==> config.mk <==
export PLATFORM = sky130hd
export DESIGN_NAME = rr_arb_mux_flat
export DESIGN_NICKNAME = d
export VERILOG_FILES = /design/src/rtl/rr_arb_mux_if.sv /design/src/rtl/rr_arb_mux.sv /design/src/flat_wrapper.sv
export SDC_FILE = /design/constraint.sdc
export NUM_CORES = 1
export LEC_CHECK = 0
export ABC_AREA = 1
export CAP_MARGIN = 20
export CORE_MARGIN = 2
export CORE_UTILIZATION = 38
export DETAILED_ROUTE_END_ITERATION = 7
export PLACE_DENSITY = 0.91
export RECOVER_POWER = 25
export SLEW_MARGIN = 20
export SYNTH_ARGS = -nofsm -noshare
export SYNTH_HDL_FRONTEND = slang
export SYNTH_SLANG_ARGS = --single-unit
==> constraint.sdc <==
create_clock -name clk -period 2.7 [get_ports clk]
set_clock_uncertainty 0.1 [all_clocks]
set_input_delay 0.27 -clock clk [delete_from_list [all_inputs] [get_ports clk]]
set_output_delay 0.27 -clock clk [all_outputs]
set_load 0.005 [all_outputs]
==> src/rtl/rr_arb_mux_if.sv <==
// rr_arb_mux_if: channel-side and output-side bundle for rr_arb_mux.
// slave = arbiter side, master = traffic source / sink side.
interface rr_arb_mux_if #(
  parameter int WIDTH = 32,
  parameter int NCH   = 4,
  parameter int SEL_W = 2
);
  logic [NCH*WIDTH-1:0] in_data;
  logic [NCH-1:0]       in_valid;
  logic [NCH-1:0]       in_ready;
  logic                 mode;
  logic [SEL_W-1:0]     sel;
  logic [WIDTH-1:0]     out_data;
  logic [SEL_W-1:0]     out_sel;
  logic                 out_valid;
  logic                 out_ready;

  modport slave (
    input  in_data, in_valid, mode, sel, out_ready,
    output in_ready, out_data, out_sel, out_valid
  );

  modport master (
    output in_data, in_valid, mode, sel, out_ready,
    input  in_ready, out_data, out_sel, out_valid
  );
endinterface

==> src/rtl/rr_arb_mux.sv <==
// rr_arb_mux: NCH-way round-robin / static-select arbiter into a
// one-entry registered output (OUT_DATA/OUT_SEL/OUT_VALID).
// Ports: clk, rst_n (async, active low), bus (rr_arb_mux_if.slave):
//   in_data/in_valid/in_ready per channel, mode (0 rr, 1 static),
//   sel, out_data/out_sel/out_valid/out_ready.
// Option: RR_ARB_MUX_STAT_EN adds grant_cnt[15:0] transfer counter.
module rr_arb_mux #(
  parameter int WIDTH = 32,
  parameter int NCH   = 4,
  parameter int SEL_W = 2
) (
  input  logic         clk,
  input  logic         rst_n,
  rr_arb_mux_if.slave  bus
`ifdef RR_ARB_MUX_STAT_EN
  ,
  output logic [15:0]  grant_cnt
`endif
);

  localparam logic [SEL_W:0] NCH_W = (SEL_W+1)'(NCH);
  localparam logic [SEL_W-1:0] LAST = SEL_W'(NCH - 1);

  logic [SEL_W-1:0] ptr;
  logic [SEL_W-1:0] ptr_nxt;
  logic [SEL_W-1:0] rr_idx;
  logic [SEL_W-1:0] gnt_idx;
  logic [SEL_W:0]   cand;
  logic             rr_hit;
  logic             st_hit;
  logic             load;
  logic             gnt;
  logic [WIDTH-1:0] gnt_data;

  // Rotating search from ptr; the extra bit keeps ptr+i from
  // overflowing before the modulo fold.
  always_comb begin
    rr_hit = 1'b0;
    rr_idx = '0;
    cand   = '0;
    for (int i = 0; i < NCH; i++) begin
      cand = {1'b0, ptr} + (SEL_W+1)'(i);
      if (cand >= NCH_W)
        cand = cand - NCH_W;
      if (!rr_hit && bus.in_valid[cand[SEL_W-1:0]]) begin
        rr_hit = 1'b1;
        rr_idx = cand[SEL_W-1:0];
      end
    end
  end

  // Compare against each real channel so sel >= NCH never hits.
  always_comb begin
    st_hit = 1'b0;
    for (int c = 0; c < NCH; c++) begin
      if (bus.sel == SEL_W'(c) && bus.in_valid[c])
        st_hit = 1'b1;
    end
  end

  assign load    = !bus.out_valid || bus.out_ready;
  assign gnt_idx = bus.mode ? bus.sel : rr_idx;
  assign gnt     = rst_n && load && (bus.mode ? st_hit : rr_hit);
  assign ptr_nxt = (rr_idx == LAST) ? '0 : rr_idx + SEL_W'(1);

  always_comb begin
    bus.in_ready = '0;
    gnt_data     = '0;
    for (int c = 0; c < NCH; c++) begin
      if (gnt_idx == SEL_W'(c)) begin
        bus.in_ready[c] = gnt;
        gnt_data        = bus.in_data[c*WIDTH +: WIDTH];
      end
    end
  end

  always_ff @(posedge clk or negedge rst_n) begin
    if (!rst_n) begin
      bus.out_data  <= '0;
      bus.out_sel   <= '0;
      bus.out_valid <= 1'b0;
      ptr           <= '0;
    end else if (load) begin
      if (gnt) begin
        bus.out_data  <= gnt_data;
        bus.out_sel   <= gnt_idx;
        bus.out_valid <= 1'b1;
        if (!bus.mode)
          ptr <= ptr_nxt;
      end else begin
        bus.out_valid <= 1'b0;
      end
    end
  end

`ifdef RR_ARB_MUX_STAT_EN
  always_ff @(posedge clk or negedge rst_n) begin
    if (!rst_n)
      grant_cnt <= '0;
    else if (gnt)
      grant_cnt <= grant_cnt + 16'd1;
  end
`endif

endmodule

==> src/flat_wrapper.sv <==
// flat-port wrapper written by rule: the top's interface ports become plain ports
module rr_arb_mux_flat 
#(
  parameter int WIDTH = 32,
  parameter int NCH   = 4,
  parameter int SEL_W = 2
)
  (clk, rst_n, bus_in_data, bus_in_valid, bus_mode, bus_sel, bus_out_ready, bus_in_ready, bus_out_data, bus_out_sel, bus_out_valid);
  rr_arb_mux_if #(.WIDTH(WIDTH), .NCH(NCH), .SEL_W(SEL_W)) bus_i ();
  input  logic clk;
  input  logic rst_n;
  input wire logic [$bits(bus_i.in_data)-1:0] bus_in_data;
  input wire logic [$bits(bus_i.in_valid)-1:0] bus_in_valid;
  input wire logic [$bits(bus_i.mode)-1:0] bus_mode;
  input wire logic [$bits(bus_i.sel)-1:0] bus_sel;
  input wire logic [$bits(bus_i.out_ready)-1:0] bus_out_ready;
  output wire logic [$bits(bus_i.in_ready)-1:0] bus_in_ready;
  output wire logic [$bits(bus_i.out_data)-1:0] bus_out_data;
  output wire logic [$bits(bus_i.out_sel)-1:0] bus_out_sel;
  output wire logic [$bits(bus_i.out_valid)-1:0] bus_out_valid;
  assign bus_i.in_data = bus_in_data;
  assign bus_i.in_valid = bus_in_valid;
  assign bus_i.mode = bus_mode;
  assign bus_i.sel = bus_sel;
  assign bus_i.out_ready = bus_out_ready;
  assign bus_in_ready = bus_i.in_ready;
  assign bus_out_data = bus_i.out_data;
  assign bus_out_sel = bus_i.out_sel;
  assign bus_out_valid = bus_i.out_valid;
  rr_arb_mux #(.WIDTH(WIDTH), .NCH(NCH), .SEL_W(SEL_W)) u_core (.clk(clk), .rst_n(rst_n), .bus(bus_i));
endmodule
Word-level counts from Yosys, hierarchy flattened
Cells that the tools add are included.

Bits of input ports: 138. Flip-flop bits (word level): 37. Logic and storage cells: 82.

Equal/unequal tests: 7. $lt $le $gt $ge: 8. Multiplexer cells: 36. Reductions and logical operators: 18. Bitwise logic cells: 1. Add/subtract/negate cells: 8.

Operators with widths (number): two-way mux 32 bit (4); two-way mux 2 bit (10); two-way mux 1 bit (18); less-than comparator 2 x 3 -> 1 bit, second input constant (4); equality test 2 bit, second input constant (5); greater-or-equal comparator 3 bit, second input constant (3); logical AND 1 bit (9); binary-select mux 1 bit (select 2 bit) (4); subtractor 2 x 1 -> 2 bit, second input constant (4); adder 2 x 2 -> 3 bit, second input constant (2); equality test 2 x 1 -> 1 bit, second input constant (2); logical NOT 1 bit (4); logical NOT 2 bit (2); adder 2 x 1 -> 3 bit, second input constant (1); greater-or-equal comparator 2 x 3 -> 1 bit, second input constant (1); AND reduction 3 bit (1); adder 2 x 1 -> 2 bit, second input constant (1); AND reduction 2 bit (1); logical OR 1 bit (1); NOT 1 bit (1).

Logic depth before layout (Yosys ltp)
Gate-level depths: netlist of run 1.

Word-level depth: 20. Depth in mapped cells: 20. Depth with buffers taken out: 16.

Worst setup path after synthesis of run 1
Ideal clock, no wire load.

Kind: register to output. Start: register with a tool-made name. End: output bus_in_ready[2]. Buffers on the path: 4. Path slack: 521 ps. Cell stages (with the launch flop): 16. Required time: 2330 ps. Data arrival time: 1809 ps. Path through: dfrtp_1 > buf_6 > inv_2 > buf_6 > nand2_2 > nand2_1 > nor2_1 > nor2_1 > nand4_1 > nand2_1 > nand2_2 > nand2_4 > buf_6 > buf_4 > nand2_1 > nor2_1.

RTL lines: end: declaration (RTL line flat_wrapper.sv:17) `output wire logic [$bits(bus_i.in_ready)-1:0] bus_in_ready;`.

==> flow_summary.toml, run 1 <==
[sta]
tns_ns = 0
max_slew_margin_pct = 36.2
timing.hold.ws_ns = 0.378
period_needed_ns = 2.66
worst_pin_slew_ns = 0.957
finalHoldViolations = 0
setup_viol = 0
max_freq_ghz = 0.377
rsz0062_at_grt = "yes"
period_share_pct = 98.3
drv_slew = 0
worst_slack_ns = 0.0448

[setup_path]
slowest_stage = "dfrtp_1"
reg2reg_to = "u_core.bus.out_data[25]"
required_ns = 2.33
cp.arrival_ns = 2.29
max_stage_delay_ns = 0.43
worstSetupEndpointType = "primary output"
r2r_cells = 18
ff2ff_setup_slack_ns = 0.22
critPathLaunchType = "flop"
crit_buf_inv = 4
cp_max_fo = 10
critPathTopFamily = "simple AND/OR/NAND/NOR gates"
path_cells = "buf_6 -> nand2_1 -> nand2_1 -> nand2_1 -> nand2_2 -> nor2_4 -> buf_4 -> nand4_1 -> nand2_2 -> nand2_2 -> nand2_4 -> buf_6 -> nor2_1 -> dlygate4sd2_1"
critical_path_class = "reg2out"

[worst_hold_path]
hold_end = "u_core.bus.out_sel[1]"
min_path_cells = 2
min_path_type = "reg2reg"
min_from = "u_core.bus.out_sel[1]"

[finish]
nNetsFinal = 819
nFillCells = 675
drive_gt1_share_pct = 10.6
diodes = 0
syn_to_final_growth_pct = 69.6
utilization_pct = 65.9

[detailed_routing]
wl_um = 11600
viasPerCell = 5.06
drtIter0Drc = 178
wl_per_cell_um = 14.8
drc_errors = 0
drt_pre_antenna_iters = 5
vias = 3969
antenna_left = 0

[logic_synthesis]
yosysSeqAreaShare_pct = 31.0
ys_warn_count = 0
synth.top_cell.area_share_pct = 31.0
synth_area_mm2 = 0.00299
synth-seq-cells = 37
synth_area_per_cell_um2 = 6.10
synthArstFlopShare_pct = 100
synth_edf_count = 0
yosysUniqueCellTypes = 25
netlist_instances = 490
yosysTopAreaCell = "dfrtp_1"
synth_nets = 628
ys.flop_type = "dfrtp_1"
netlist_top_cells_area = "dfrtp_1, nand2_1, nand3_1"
synthTopCellsByCount = "nand2_1, inv_1, nand3_1, o21ai_1, dfrtp_1"
yosysMostFrequentCell = "nand2_1"

[clock_tree]
clock_path_buffers = 2
cts_tree = "done"
clkSlewWorstSetupHoldPaths_ns = 0.07
cts_sinks = 37
ctsRootBufferMaster = "clkbuf_8"
htree_levels = 2
worstSkewPairLatency_ns = 0.29
cts_buffers = 5

[pwr]
vdd_drop_max_mv = 0.352
power.density_mw_per_mm2 = 900
switchingPower_uw = 2090
combPwrFrac_pct = 69.9
intPower_uw = 2470
switching_share_pct = 45.8
seqPwrFrac_pct = 21.6
power.share.clock_pct = 8.5
power.leakage_uw = 0.00261

[floorplan]
fp.coreArea_mm2 = 0.00769
die_x_um = 92.7
ios = 177
row_count = 32
die_h_um = 92.7
die_area_mm2 = 0.00858
initial_core_util_pct = 38.9

[status]
status = "complete, no violations"

[job]
max_cap_viol_count = 0

[place]
numPortBuffers = 176
pre_cts_slack_ns = -0.182
gp_congestion = 0.868
dp_hpwl_um = 8680

[grt]
antenna_found_initial = 0
grt_max_degree = 38
grt_usage_pct = 25.9
grt_pass1_wl_um = 17600
grt_pass1_vias = 3809
gr-total-overflow = 0
[worst min-delay path: stages (launching register included)]
cell	delay (ns)
dfrtp_1	0.35
nand2_1	0.05
nand2_1	0.05
[cells in the final DEF (no fill, tap or decap)]
master	instances
clkbuf_1	2
nor3_4	1
clkbuf_8	5
nor2_1	9
xnor2_1	1
inv_4	1
clkdlybuf4s15_1	1
nand4_1	2
dlygate4sd2_1	2
inv_2	3
nand2_4	2
buf_4	25
o211ai_1	1
nor2_2	1
nand3_1	56
buf_8	1
nand2_1	201
clkinv_2	2
buf_12	1
dfrtp_2	1
o21ai_1	40
nor3_2	1
nor3_1	1
buf_6	3
clkdlybuf4s50_1	171
nand3_2	3
inv_1	63
dlygate4sd3_1	1
clkbuf_2	2
o21ai_0	21
nand2_2	12
or2_2	2
o21ai_2	1
clkinv_1	1
nor2_4	5
dfrtp_1	36
a21oi_1	1
[cells by family (layout without fill, tap and decap cells)]
group                  Yosys count  in the layout  synth area share, %
AND/OR/NAND/NOR                294            296                 42.9
XOR/XNOR                         1              1                0.293
flip-flops                      37             37                 31.0
AO/OA/AOI/OAI                   64             64                 10.8
buffers and inverters           94            284                 15.0
[power groups by stage]
stage               Combinational [uW]  Sequential (uW)  Clock (uW)
global placement                  2900              972           0
floorplan                         1720              986           0
global route                      3500             1010         416
CTS                               3070              985         395
finish                            3190              986         385
detailed placement                3010              990           0
[worst max-delay path by stage]
stage	end	depth (start not counted)	startpoint
global placement	bus_in_ready[0]	11	bus_in_valid[2]
detailed placement	bus_in_ready[2]	12	bus_in_valid[2]
floorplan	bus_in_ready[2]	15	flop
finish	bus_in_ready[2]	14	flop
global route	bus_in_ready[2]	14	flop
CTS	bus_in_ready[2]	14	flop
[sequential cells by signal, indices dropped and copies added (netlist names), named ones only]
name	cells
u_core.bus.out_data	32
u_core.bus.out_valid	1
u_core.ptr	1
u_core.bus.out_sel	2
[layer usage]
layer / GRT usage, % / wire length [um]
met4: 10.2 / 382
met5: 0 / 0
met2: 48.0 / 5880
met3: 6.83 / 1080
met1: 28.0 / 4290
[through the flow]
stage / area (um^2) / instances / total power [uW]
finish: 5060 / 784 / 4560
global route: 5060 / 784 / 4930
CTS: 5020 / 781 / 4450
detailed placement: 4900 / 770 / 4000
global placement: 4900 / 770 / 3880
floorplan: 2990 / 490 / 2710
[cell type report]
type / count / area, um^2 / share of cell area (%)
repair buffers: 208 / 2020 / 39.9
multi-input cells: 361 / 1650 / 32.6
flip-flops and latches: 37 / 927 / 18.3
inverters: 68 / 258 / 5.09
well taps: 102 / 128 / 2.52
clock buffers: 6 / 72.6 / 1.43
clock inverters: 2 / 10.0 / 0.198
[timing repair]
action	4_1_cts	5_1_grt
hold buffers	1	0
gates cloned	0	2
endpoints found under the setup margin	4	26
setup buffers	2	1
pin swaps	0	2
gates resized for setup	11	10
endpoints found under the hold margin	37	0
Note: power is estimated with default switching activity, not from simulation.
==> run 2, diff against run 1 <==
--- a/config.mk
+++ b/config.mk
@@ -7,9 +7,10 @@
 export LEC_CHECK = 0
 export ABC_AREA = 1
 export CAP_MARGIN = 20
-export CORE_MARGIN = 2
+export CORE_MARGIN = 5
 export CORE_UTILIZATION = 38
 export DETAILED_ROUTE_END_ITERATION = 7
+export GPL_TIMING_DRIVEN = 0
 export PLACE_DENSITY = 0.91
 export RECOVER_POWER = 25
 export SLEW_MARGIN = 20
==> run 2 against run 1 <==
Via count grew 0.98%. Hold slack gained 0.0055 ns. Flip-flop and latch count is the same. Total power grew 12%. Critical endpoint unchanged. Combinational power grew 13%. Largest cell class unchanged. Sequential power shrank 2%. Non-clock buffer count grew 13.
==> flow_summary.toml, run 2 (same netlist as run 1, synthesis figures left out) <==
[detailed_routing]
drc_errors = 0
wl_um = 13200
wl_per_cell_um = 16.5
antenna_left = 0
drtIter0Drc = 325
vias = 4008
viasPerCell = 5.04
drt_pre_antenna_iters = 5

[clock_tree]
ctsRootBufferMaster = "clkbuf_8"
cts_sinks = 37
worstSkewPairLatency_ns = 0.29
htree_levels = 2
cts_buffers = 5
cts_tree = "done"
clkSlewWorstSetupHoldPaths_ns = 0.08
clock_path_buffers = 2

[finish]
largest_reg_flops = 32
final_cell_mix = "nand2_1, clkdlybuf4s50_1, inv_1"
utilization_pct = 69.3
final_common_cell = "nand2_1"
diodes = 0
syn_to_final_growth_pct = 78.5
stdcell_count = 795
nNetsFinal = 830
drive_gt1_share_pct = 14.4
top_regs = "u_core.bus.out_data x32, u_core.bus.out_sel x2"
ff_latch_area_um2 = 927
nFillCells = 644
multiInputGateArea_mm2 = 0.00176
regMostFlops = "u_core.bus.out_data"
fin_area_mm2 = 0.00533

[job]
max_cap_viol_count = 0

[setup_path]
worstSetupEndpointType = "primary output"
critPathLaunchType = "flop"
crit_buf_inv = 5
reg2reg_to = "u_core.bus.out_data[31]"
critical_path_class = "reg2out"
required_ns = 2.33
max_stage_delay_ns = 0.38
slowest_stage = "dfrtp_1"
path_cells = "buf_6 -> buf_12 -> nand2_1 -> nand2_1 -> nor2_2 -> nor2_4 -> nand2_2 -> nor3_2 -> nor3_4 -> buf_6 -> buf_4 -> nand2_2 -> nor2_4 -> buf_2"
critPathTopFamily = "simple AND/OR/NAND/NOR gates"
cp_max_fo = 6
cp.arrival_ns = 2.32
r2r_cells = 17
ff2ff_setup_slack_ns = 0.11

[place]
placed_area_mm2 = 0.00490
gp_congestion = 0.948
numPortBuffers = 176
dp_cells = 769
dp_hpwl_um = 9460

[grt]
grt_pass1_wl_um = 19500
grt_pass1_vias = 4132
gr-total-overflow = 0
antenna_found_initial = 0
grt_usage_pct = 24.8
grt_max_degree = 24

[floorplan]
die_h_um = 98.7
ios = 177
initial_core_util_pct = 38.9
die_area_mm2 = 0.00973
fp.coreArea_mm2 = 0.00769
row_count = 32
die_x_um = 98.7

[pwr]
power.density_mw_per_mm2 = 957
power.leakage_uw = 0.00272
vdd_drop_max_mv = 0.421

[sta]
rsz0062_at_grt = "yes"
worst_pin_slew_ns = 1.31
drv_slew = 0
setup_viol = 0
max_slew_margin_pct = 12.5
period_share_pct = 99.7
period_needed_ns = 2.69
max_freq_ghz = 0.371
finalHoldViolations = 0

[worst_hold_path]
hold_end = "u_core.bus.out_data[4]"
min_from = "u_core.bus.out_data[4]"
min_path_type = "reg2reg"
min_path_cells = 2

[status]
status = "complete, no violations"
## run 2: cell types whose count changed in the layout (fill, tap and decap cells not counted), sizes merged
| cell | change |
|---|---|
| clkdlybuf4s50 | -4 |
| dlygate4sd3 | +5 |
| buf | +7 |
| clkinv | -2 |
| bufinv | +1 |
| clkbuf | +9 |
| dlygate4sd2 | -2 |
| nor2 | -2 |
| clkdlybuf4s15 | -1 |
## run 2: layer usage
layer	GRT usage [%]	routed length, um	vias up
met3	7.36	1400	48
li1	-	-	1923
met4	8.93	496	0
met5	0	0	-
met2	46.1	6530	234
met1	26.5	4730	1803
## run 2: timing repair
item / CTS / global route
pin swaps: 9 / 12
endpoints found under the hold margin: 14 / 14
gates cloned: 0 / 0
buffers inserted: 17 / 4
gates resized for setup: 34 / 38
setup endpoints to repair: 4 / 34
## run 2: worst max path at each step
stage                     depth (start not counted)       startpoint  slack, ns         endpoint
final                                            14             flop      0.008  bus_in_ready[2]
after CTS                                        16             flop     -0.001  bus_in_ready[2]
after global placement                            7            rst_n      -1.88  bus_in_ready[0]
after detailed placement                         13  bus_in_valid[2]      -0.62  bus_in_ready[0]
after floorplan                                  15             flop       0.52  bus_in_ready[2]
after global routing                             14             flop      -0.10  bus_in_ready[2]
## run 2: metrics by stage
| stage | setup WS, ns | setup TNS, ns | total power, uW | hold WS (ns) |
|---|---|---|---|---|
| 2_1_floorplan | 0.521 | 0 | 2710 | -0.126 |
| 3_3_place_gp | -1.88 | -49.84 | 3890 | 0.354 |
| 3_5_place_dp | -0.618 | -2.17 | 4000 | 0.125 |
| 4_1_cts | -0.00132 | -0.00132 | 4820 | -0.195 |
| 5_1_grt | -0.102 | -0.373 | 5440 | 0.399 |
| 6_report | 0.00772 | 0 | 5100 | 0.384 |
## run 2: worst min-delay path, stage by stage (launching register included)
cell,delay [ns]
dfrtp_1,0.34
nand2_1,0.05
nand2_1,0.06
## run 2: area by class of cell
| type | count | area share (%) |
|---|---|---|
| plain buffers | 21 | 3.45 |
| clock buffers | 7 | 1.62 |
| multi-input cells | 359 | 32.9 |
| well taps | 102 | 2.39 |
| flip-flops and latches | 37 | 17.4 |
| repair buffers | 200 | 36.7 |
| clock inverters | 1 | 0.563 |
| inverters | 68 | 4.93 |
## run 2: power by group
part	total, uW	switching [uW]	leakage (uW)	internal, uW
clock	515	213	0.0000585	302
combinational	3620	1950	0.00220	1660
sequential	967	149	0.000455	818
total	5100	2320	0.00272	2780
